===== config.mk =====
export PLATFORM = sky130hd
export DESIGN_NAME = fetch_unit
export DESIGN_NICKNAME = d
export VERILOG_FILES = /design/src/rtl/fetch_unit.sv
export SDC_FILE = /design/constraint.sdc
export NUM_CORES = 1
export LEC_CHECK = 0
export ABC_AREA = 1
export CAP_MARGIN = 20
export CORE_MARGIN = 5
export CORE_UTILIZATION = 40
export CTS_BUF_LIST = sky130_fd_sc_hd__clkbuf_16
export CTS_CLUSTER_DIAMETER = 80
export DETAILED_ROUTE_END_ITERATION = 6
export DONT_BUFFER_PORTS = 1
export SLEW_MARGIN = 20
export SYNTH_ARGS = -nofsm -noshare
export SYNTH_HDL_FRONTEND = slang
export SYNTH_SLANG_ARGS = --single-unit

===== constraint.sdc =====
create_clock -name clk -period 1.6 [get_ports clk]
set_input_delay 0.08 -clock clk [delete_from_list [all_inputs] [get_ports clk]]
set_output_delay 0.08 -clock clk [all_outputs]
set_load 0.1 [all_outputs]

===== src/rtl/fetch_unit.sv =====
// Instruction fetch stage: owns the PC, addresses the program ROM and holds
// the fetched instruction in a valid/ready instruction register for decode.
module fetch_unit #(
  parameter int unsigned PC_WIDTH    = 8,
  parameter int unsigned INSTR_WIDTH = 8,
  parameter int unsigned PROG_LEN    = 64,
  parameter int unsigned RESET_PC    = 0
) (
  input  logic                   clk,
  input  logic                   rst,
  output logic [PC_WIDTH-1:0]    linenumber,
  input  logic [INSTR_WIDTH-1:0] instr,
  output logic [INSTR_WIDTH-1:0] ir,
  output logic [PC_WIDTH-1:0]    ir_pc,
  output logic                   ir_valid,
  input  logic                   ir_ready,
  input  logic                   branch_valid,
  input  logic [PC_WIDTH-1:0]    branch_target,
  input  logic                   halt,
  output logic                   bad_target,
  output logic [15:0]            fetch_count
);

  typedef enum logic [1:0] {
    IDLE   = 2'd0,
    RUN    = 2'd1,
    HALTED = 2'd2
  } state_t;

  // One extra bit so PROG_LEN == 2**PC_WIDTH still compares correctly.
  localparam logic [PC_WIDTH:0]   PROG_LEN_EXT = (PC_WIDTH+1)'(PROG_LEN);
  localparam logic [PC_WIDTH-1:0] LAST_PC      = PC_WIDTH'(PROG_LEN - 1);
  localparam logic [PC_WIDTH-1:0] START_PC     = PC_WIDTH'(RESET_PC);

  state_t              state;
  logic [PC_WIDTH-1:0] pc;
  logic                free;
  logic                fetch;
  logic                target_ok;

  // Slot availability and fetch qualification for the current cycle.
  always_comb begin
    free      = !ir_valid || ir_ready;
    fetch     = (state == RUN) && free && !branch_valid;
    target_ok = {1'b0, branch_target} < PROG_LEN_EXT;
  end

  assign linenumber = pc;

  // Control state, PC, instruction register and statistics.
  always_ff @(posedge clk or posedge rst) begin
    if (rst) begin
      state       <= IDLE;
      pc          <= START_PC;
      ir          <= '0;
      ir_pc       <= '0;
      ir_valid    <= 1'b0;
      bad_target  <= 1'b0;
      fetch_count <= '0;
    end else begin
      // Every state moves to HALTED while halt is high and to RUN otherwise.
      case (state)
        IDLE:    state <= halt ? HALTED : RUN;
        RUN:     state <= halt ? HALTED : RUN;
        HALTED:  state <= halt ? HALTED : RUN;
        default: state <= IDLE;
      endcase

      if (branch_valid) begin
        ir_valid <= 1'b0;
        if (target_ok) begin
          pc <= branch_target;
        end else begin
          pc         <= '0;
          bad_target <= 1'b1;
        end
      end else if (fetch) begin
        ir       <= instr;
        ir_pc    <= pc;
        ir_valid <= 1'b1;
        pc       <= (pc == LAST_PC) ? '0 : pc + 1'b1;
        if (fetch_count != '1) begin
          fetch_count <= fetch_count + 16'd1;
        end
      end else if (ir_valid && ir_ready) begin
        ir_valid <= 1'b0;
      end
    end
  end

endmodule


==> results of run 1 <==
-- stage by stage --
stage	util	total power, mW	instances	cell area [um2]
2_1_floorplan	-	2.77	294	2370
3_3_place_gp	0.499	3.08	404	2770
3_5_place_dp	0.499	3.10	404	2770
4_1_cts	0.553	4.11	428	3060
5_1_grt	0.556	4.25	429	3080
6_report	0.556	4.08	429	3080
-- area by class of cell --
cell class / instances / area share
Timing Repair Buffer: 61 / 0.170
Tap cell: 72 / 0.0292
Clock inverter: 3 / 0.00406
Inverter: 29 / 0.0361
Sequential cell: 44 / 0.377
Multi-Input combinational cell: 215 / 0.344
Clock buffer: 5 / 0.0406
-- flip-flops by register name, summed over array words and instances (netlist names) --
| name | count |
|---|---|
| bad_target | 1 |
| fetch_count | 16 |
| ir | 8 |
| ir_pc | 8 |
| ir_valid | 1 |
| linenumber | 8 |
| state | 2 |
-- worst reg2reg max path, stage by stage, from the launching register on --
cell	delay, ns
dfrtp_4	0.50
ha_4	0.19
nand3_4	0.09
inv_2	0.05
nand2_4	0.09
nor2_4	0.05
nor2_4	0.28
o21ai_0	0.13
-- worst min-delay path by stage --
stage                     startpoint                    endpoint  slack [ns]  cells past startpoint
floorplan               branch_valid        ir_valid$_DFFE_PP0P_        0.14                      1
CTS                 branch_target[4]   linenumber[4]$_DFFE_PP0P_       0.005                      3
detailed placement               rst  fetch_count[0]$_DFFE_PP0P_        0.02                      1
global placement                 rst  fetch_count[0]$_DFFE_PP0P_        0.02                      1
finish              branch_target[4]   linenumber[4]$_DFFE_PP0P_        0.01                      3
global route        branch_target[5]   linenumber[5]$_DFFE_PP0P_        0.02                      3
-- report_power, final --
group | total [mW] | internal (mW) | switching [mW]
logic | 1.67 | 0.350 | 1.32
clock network | 0.972 | 0.564 | 0.407
registers | 1.44 | 1.29 | 0.150
total | 4.08 | 2.20 | 1.88
-- kinds of logic after synthesis --
kind of cell,Yosys count,share of synthesized area
AOI/OAI and AO/OA,31,0.0806
xor gates and xnor gates,9,0.0345
adders and majority gates,2,0.0110
buffers and inverters,35,0.0668
DFF,44,0.482
and+or+nand+nor,173,0.325
-- layout by cell type, fill, tap and decap left out, types with 2 or more instances in the layout --
master | netlist | routed
dfrtp_2 | 0 | 12
clkbuf_16 | 0 | 5
buf_4 | 0 | 43
nand2_2 | 3 | 2
nor2_1 | 20 | 20
nor2_2 | 3 | 2
nand4_1 | 8 | 8
buf_12 | 0 | 2
a21oi_1 | 2 | 2
o21bai_1 | 4 | 4
nor2_4 | 2 | 3
xnor2_1 | 8 | 8
inv_1 | 26 | 27
nand3_1 | 15 | 15
dfrtp_1 | 44 | 20
o21ai_0 | 20 | 20
dfrtp_4 | 0 | 12
dlygate4sd3_1 | 0 | 16
nand2_1 | 119 | 119
inv_2 | 2 | 3
-- layer usage --
metal,GRT usage,routed length (um),vias to the layer above
met3,0.0375,299,4
met5,0,0,-
li1,-,-,1054
met2,0.275,2800,45
met4,0.0345,42,0
met1,0.187,2370,909
-- timing repair --
item,4_1_cts,5_1_grt
hold endpoints to repair,35,0
hold buffers,16,0
buffers inserted,0,1
resized for setup,0,0
endpoints found under the setup margin,0,1
==> flow_summary.yaml, run 1 <==
finish:
  antenna_cells: 0
  multi_input_area_um2: 1060
  seqCellArea_um2: 1160
  nets: 379
  area_delta_synth_final_pct: 35.0
  drive_above_1_share: 0.255
  fillers: 545
placement:
  place_congestion: 0.815
  port_buffers: 0
  dp_hpwl_um: 3970
  dp_worst_setup_slack_ns: 0.100
worst_setup_path:
  crit_family: "simple AND/OR/NAND/NOR gates"
  end_kind: "flip-flop"
  worst-path-buf-inv: 1
  critPathMaxStageDelay_ns: 0.50
  worst-setup-path-type: "reg -> reg"
  cp_max_fo: 14
  worst-r2r-setup-slack_ns: 0.09
  critPathSlowestCell: "dfrtp_4"
  r2r_start: "fetch_count[0]$_DFFE_PP0P_"
  worst-path-stages: 7
  cp-endpoint: "fetch_count[10]$_DFFE_PP0P_"
  crit_chain: "ha_4 > nand3_4 > inv_2 > nand2_4 > nor2_4 > nor2_4 > o21ai_0"
  critPathMostFrequentCell: "nor2_4"
  crit_required_ns: 1.75
  worst-r2r-cell-count: 7
  crit_start: "fetch_count[0]$_DFFE_PP0P_"
  arrival_ns: 1.66
  start_kind: "flip-flop"
  timing.rr.end: "fetch_count[10]$_DFFE_PP0P_"
clock_network:
  clk_pin_slew_ns: 0.06
  root_buffer: "clkbuf_16"
  cts_max_level: 2
  cts-buffers-inserted: 5
  cts_max_path_buffers: 2
  cts.sink_count: 44
  clk_latency_ns: 0.28
  cts_tree: "yes"
yosys:
  synth_commonest_cells: "nand2_1, dfrtp_1, inv_1"
  synthTopCellsByArea: "dfrtp_1, nand2_1, o21ai_0"
  syn_area_per_cell_um2: 7.77
  ys_seq_area_frac: 0.482
  synth-async-reset-ratio: 1.00
  synth_cell_types: 28
  netlist_area_um2: 2280
  synth_edf_count: 0
  synth.top_cell.area_share: 0.482
  synth_flop_cell: "dfrtp_1"
  synth_nets: 317
  syn_inst: 294
  synth_top_cell_by_area: "dfrtp_1"
  ys_ff_latch: 44
  ys_warn_count: 0
  synth_most_common_cell: "nand2_1"
floorplanning:
  coreArea_um2: 5540
  die_y_um: 85.6
  dieArea_um2: 7320
  io_pins: 63
  fp-row-count: 27
  dieWidth_um: 85.6
  initial_utilization: 0.412
worst_hold_path:
  hold_path_class: "in -> reg"
run_status:
  status: "finished, final reports clean"
detailed_routing:
  drt_iter0_drc: 75
  drc: 0
  drt-total-wl_um: 5510
  dr.pass1.iters: 4
  antenna_left: 0
  avgRoutedWirePerCell_um: 12.8
  via_per_inst: 4.69
  num_vias: 2012
sta:
  hold_ws_ns: 0.0107
  hold_violations: 0
  setup_tns_ns: 0
  relSlewSlack: 0.675
  skew_ns: 0.00346
  min_period_ns: 1.51
  setup_violations: 0
  rsz0062_at_grt: "no"
  tightestPinTransition_ns: 0.486
  fmax_mhz: 664
  min_period_over_period: 0.941
  worst_slack_ns: 0.0942
  final-max-slew-violation-count: 0
pwr:
  powerDensity_nw_per_um2: 1320
  leakagePower_nw: 1.44
  ir_drop_mv: 0.797
grt:
  first_global_vias: 1977
  overflow: 0
  grt_usage: 0.154
  grt_pass1_wl_um: 9100
  antenna_found_initial: 0
  grt_max_degree: 27
flow_run:
  maxCapViolations: 0
(Power assumes the default switching activity.)
==> run 2: changes to the inputs <==
--- a/config.mk
+++ b/config.mk
@@ -8,8 +8,8 @@
 export ABC_AREA = 1
 export CAP_MARGIN = 20
 export CORE_MARGIN = 5
-export CORE_UTILIZATION = 40
-export CTS_BUF_LIST = sky130_fd_sc_hd__clkbuf_16
+export CORE_UTILIZATION = 41
+export CTS_BUF_LIST = sky130_fd_sc_hd__clkbuf_8 sky130_fd_sc_hd__clkbuf_16
 export CTS_CLUSTER_DIAMETER = 80
 export DETAILED_ROUTE_END_ITERATION = 6
 export DONT_BUFFER_PORTS = 1
==> flow_summary.yaml, run 2 (synthesized netlist as in run 1, its figures left out) <==
run_status:
  status: "finished, final reports clean"
floorplanning:
  die_y_um: 84.6
  io_pins: 63
  dieWidth_um: 84.6
  dieArea_um2: 7160
  coreArea_um2: 5470
  fp-row-count: 27
  initial_utilization: 0.417
worst_setup_path:
  worst-path-stages: 8
  start_kind: "flip-flop"
  critPathSlowestCell: "dfrtp_1"
  worst-path-buf-inv: 2
  end_kind: "flip-flop"
  cp_max_fo: 14
  worst-r2r-cell-count: 8
  arrival_ns: 1.62
  crit_family: "simple AND/OR/NAND/NOR gates"
  crit_required_ns: 1.79
  critPathMostFrequentCell: "nand2_1"
  critPathMaxStageDelay_ns: 0.43
  crit_chain: "nor2_4 > nand2_2 > nor2_8 > buf_6 > o21ai_4 > buf_4 > nand2_1 > nand2_1"
  worst-setup-path-type: "reg -> reg"
finish:
  top_register: "fetch_count"
  fillers: 516
  seqCellArea_um2: 1160
  largest_reg_flops: 16
  antenna_cells: 0
  final_common_cell: "nand2_1"
  area_delta_synth_final_pct: 34.5
  drive_above_1_share: 0.262
  design_area_um2: 3070
  multi_input_area_um2: 1060
  most-common-layout-cells: "nand2_1, buf_4, inv_1"
  nets: 384
pwr:
  p_int_mw: 1.98
  power_frac_seq: 0.375
  leakagePower_nw: 1.43
  ir_drop_mv: 0.916
  switching_share: 0.482
  power_frac_clock: 0.190
  switching_power_mw: 1.85
  comb_power_share: 0.435
  powerDensity_nw_per_um2: 1250
grt:
  grt_usage: 0.157
  first_global_vias: 1991
  overflow: 0
  grt_pass1_wl_um: 9230
  antenna_found_initial: 0
  grt_max_degree: 45
clock_network:
  cts-buffers-inserted: 5
  cts_max_level: 2
  cts_max_path_buffers: 2
  cts_tree: "yes"
  clk_latency_ns: 0.29
  root_buffer: "clkbuf_8"
  clk_pin_slew_ns: 0.08
  cts.sink_count: 44
worst_hold_path:
  hold_depth: 3
  hold_path_class: "in -> reg"
detailed_routing:
  num_vias: 2047
  wl_met1_um: 2520
  met2_length_um: 2550
  dr_wl_met3_um: 229
  via_per_inst: 4.72
  drc: 0
  dr.pass1.iters: 4
  avgRoutedWirePerCell_um: 12.4
  drt_iter0_drc: 100
  top_layer: "met4"
  antenna_left: 0
  drt-total-wl_um: 5380
sta:
  fmax_mhz: 700
  rsz0062_at_grt: "no"
  min_period_over_period: 0.892
  hold_violations: 0
  tightestPinTransition_ns: 0.574
  setup_tns_ns: 0
  min_period_ns: 1.43
  final-max-slew-violation-count: 0
  setup_violations: 0
  skew_ns: 0.00201
  relSlewSlack: 0.618
placement:
  port_buffers: 0
  dp_hpwl_um: 3910
  place_congestion: 0.804
  place_area_um2: 2760
flow_run:
  maxCapViolations: 0
run 2: through the flow:
step                      power, mW  hold slack (ns)  worst slack [ns]  instances   util
after floorplan                2.77            0.139           0.00251        294      -
after detailed placement       3.10            0.145            0.0924        405  0.504
final                          3.83           0.0138             0.172        434  0.561
after global routing           4.02           0.0190            0.0449        434  0.561
after global placement         3.08            0.144             0.119        405  0.504
after CTS                      3.87          0.00346            0.0802        430  0.553
run 2: final cells by class:
class / instances / share of cell area
Tap cell: 72 / 0.0293
Clock buffer: 6 / 0.0269
Multi-Input combinational cell: 215 / 0.345
Sequential cell: 44 / 0.378
Timing Repair Buffer: 66 / 0.181
Clock inverter: 2 / 0.00367
Inverter: 29 / 0.0363
run 2: final timing paths:
path	slack, ns	end	start
max	0.17	fetch_count[15]$_DFFE_PP0P_	state[1]$_DFF_PP0_
min	0.01	linenumber[5]$_DFFE_PP0P_	branch_target[5]
max reg2reg	0.17	fetch_count[15]$_DFFE_PP0P_	state[1]$_DFF_PP0_
min reg2reg	0.48	ir[6]$_DFFE_PP0P_	ir[6]$_DFFE_PP0P_
max in group asynchronous	0.79	fetch_count[8]$_DFFE_PP0P_	rst
min in group asynchronous	0.37	ir_valid$_DFFE_PP0P_	rst
run 2: power groups by stage:
stage	clock network, mW	registers [mW]	logic [mW]
2_1_floorplan	0	2.45	0.314
3_3_place_gp	0	1.46	1.62
3_5_place_dp	0	1.46	1.64
4_1_cts	0.762	1.44	1.67
5_1_grt	0.806	1.46	1.75
6_report	0.728	1.44	1.67
run 2: timing repair:
item	in CTS	in global routing
hold buffers	17	0
endpoints found under the setup margin	0	4
setup buffers	0	4
endpoints found under the hold margin	59	0
gates resized for setup	0	1
run 2: tightest hold or removal path, delay by kind of cell:
kind | cells | cell delay (ns)
AOI/OAI and AO/OA | 2 | 0.16
and+or+nand+nor | 1 | 0.03
run 2: metal layers:
metal / track usage / vias up
li1: - / 1055
met1: 0.199 / 939
met2: 0.268 / 46
met3: 0.0353 / 7
met4: 0.0432 / 0
met5: 0 / -
==> run 3: changes to the inputs <==
==> constraint.sdc (replaced) <==
create_clock -name clk -period 1.3 [get_ports clk]
set_input_delay 0.065 -clock clk [delete_from_list [all_inputs] [get_ports clk]]
set_output_delay 0.065 -clock clk [all_outputs]
set_load 0.1 [all_outputs]
==> flow_summary.yaml, run 3 (synthesized netlist as in run 1, its figures left out) <==
run_status:
  status: "finished, violations left"
  failed_checks: "negative setup slack"
floorplanning:
  dieWidth_um: 84.6
  dieArea_um2: 7160
  initial_utilization: 0.417
  io_pins: 63
  die_y_um: 84.6
  fp-row-count: 27
  coreArea_um2: 5470
detailed_routing:
  antenna_left: 0
  via_per_inst: 4.74
  avgRoutedWirePerCell_um: 13.1
  drc: 0
  drt-total-wl_um: 6170
  dr.pass1.iters: 4
  num_vias: 2226
  drt_iter0_drc: 83
worst_setup_path:
  arrival_ns: 1.59
  critPathMostFrequentCell: "nand2_4"
  cp_max_fo: 10
  worst-path-buf-inv: 2
  start_kind: "flip-flop"
  crit_chain: "nand2_4 > nand2_4 > nor2_8 > clkinv_4 > nor2_4 > buf_12 > nand2_1 > o21ai_1"
  critPathSlowestCell: "dfrtp_4"
  worst-r2r-cell-count: 8
  crit_family: "simple AND/OR/NAND/NOR gates"
  end_kind: "flip-flop"
  crit_required_ns: 1.52
  worst-path-stages: 8
  critPathMaxStageDelay_ns: 0.50
  worst-setup-path-type: "reg -> reg"
grt:
  grt_max_degree: 45
  first_global_vias: 2165
  grt_usage: 0.171
  grt_pass1_wl_um: 9890
  antenna_found_initial: 0
  overflow: 0
finish:
  fillers: 495
  seqCellArea_um2: 1180
  area_delta_synth_final_pct: 56.5
  top_register: "fetch_count"
  multi_input_area_um2: 1180
  drive_above_1_share: 0.394
  most-common-layout-cells: "nand2_1, buf_4, inv_1, dfrtp_4, dlygate4sd3_1"
  final_util: 0.653
  antenna_cells: 0
  nets: 420
  final_common_cell: "nand2_1"
  largest_reg_flops: 16
placement:
  place_congestion: 0.819
  port_buffers: 0
  dp_hpwl_um: 4420
clock_network:
  clk_latency_ns: 0.30
  cts_max_path_buffers: 2
  root_buffer: "clkbuf_8"
  cts_tree: "yes"
  cts_max_level: 2
  cts-buffers-inserted: 5
  clk_pin_slew_ns: 0.09
  cts.sink_count: 44
sta:
  min_period_over_period: 1.05
  tightestPinTransition_ns: 0.308
  relSlewSlack: 0.795
  worst_slack_ns: -0.0651
  min_period_ns: 1.37
  final-max-slew-violation-count: 0
  rsz0062_at_grt: "yes"
  setup_violations: 17
  skew_ns: 0.00544
  fmax_mhz: 733
  hold_violations: 0
worst_hold_path:
  hold_path_class: "in -> reg"
  hold_depth: 3
pwr:
  leakagePower_nw: 1.69
  powerDensity_nw_per_um2: 1420
  p_total_mw: 5.08
  ir_drop_mv: 1.12
flow_run:
  maxCapViolations: 0
run 3: worst paths after layout:
kind                            slack (ns)                          end                 start
worst max register to register       -0.07  fetch_count[10]$_DFFE_PP0P_  ir_valid$_DFFE_PP0P_
max in group asynchronous             0.80    linenumber[4]$_DFFE_PP0P_                   rst
worst min register to register        0.48            ir[6]$_DFFE_PP0P_     ir[6]$_DFFE_PP0P_
worst min-delay path                  0.01    linenumber[2]$_DFFE_PP0P_      branch_target[2]
worst max-delay path                 -0.07  fetch_count[10]$_DFFE_PP0P_  ir_valid$_DFFE_PP0P_
min in group asynchronous             0.24   fetch_count[1]$_DFFE_PP0P_                   rst
run 3: metal layers:
layer | part of all wire | GRT usage
met1 | 0.41 | 0.191
met2 | 0.53 | 0.315
met3 | 0.046 | 0.0451
met4 | 0.012 | 0.0518
met5 | 0 | 0
run 3: final cells by class:
cell class,instances,share of cell area
Tap cell,72,0.0252
Multi-Input combinational cell,215,0.329
Sequential cell,44,0.331
Clock buffer,5,0.0193
Inverter,29,0.0326
Clock inverter,3,0.0119
Timing Repair Buffer,102,0.250
run 3: power breakdown:
| part | switching [mW] | internal [mW] |
|---|---|---|
| logic | 1.70 | 0.565 |
| clock network | 0.488 | 0.569 |
| registers | 0.173 | 1.59 |
| total | 2.36 | 2.72 |
run 3: repair_timing:
item / in CTS / in global routing
endpoints found under the hold margin: 62 / 1
gates cloned: 0 / 1
hold buffers: 18 / 2
pin swaps: 1 / 6
setup endpoints to repair: 19 / 39
setup buffers: 2 / 4
resized for setup: 11 / 21
run 3: stage by stage:
step | setup slack (ns) | hold WS [ns] | instance area (um2) | setup TNS [ns] | cells
2_1_floorplan | -0.264 | 0.124 | 2460 | -5.41 | 294
3_3_place_gp | -0.0537 | 0.00686 | 3120 | -0.594 | 437
3_5_place_dp | -0.0940 | 0.0119 | 3120 | -1.01 | 437
4_1_cts | -0.0859 | -0.191 | 3450 | -0.791 | 465
5_1_grt | -0.146 | 0.0179 | 3570 | -2.29 | 470
6_report | -0.0651 | 0.0127 | 3570 | -0.766 | 470
run 3: worst min-delay path: stages:
cell	delay, ns
nand2_1	0.03
o21ai_1	0.07
o21bai_1	0.11
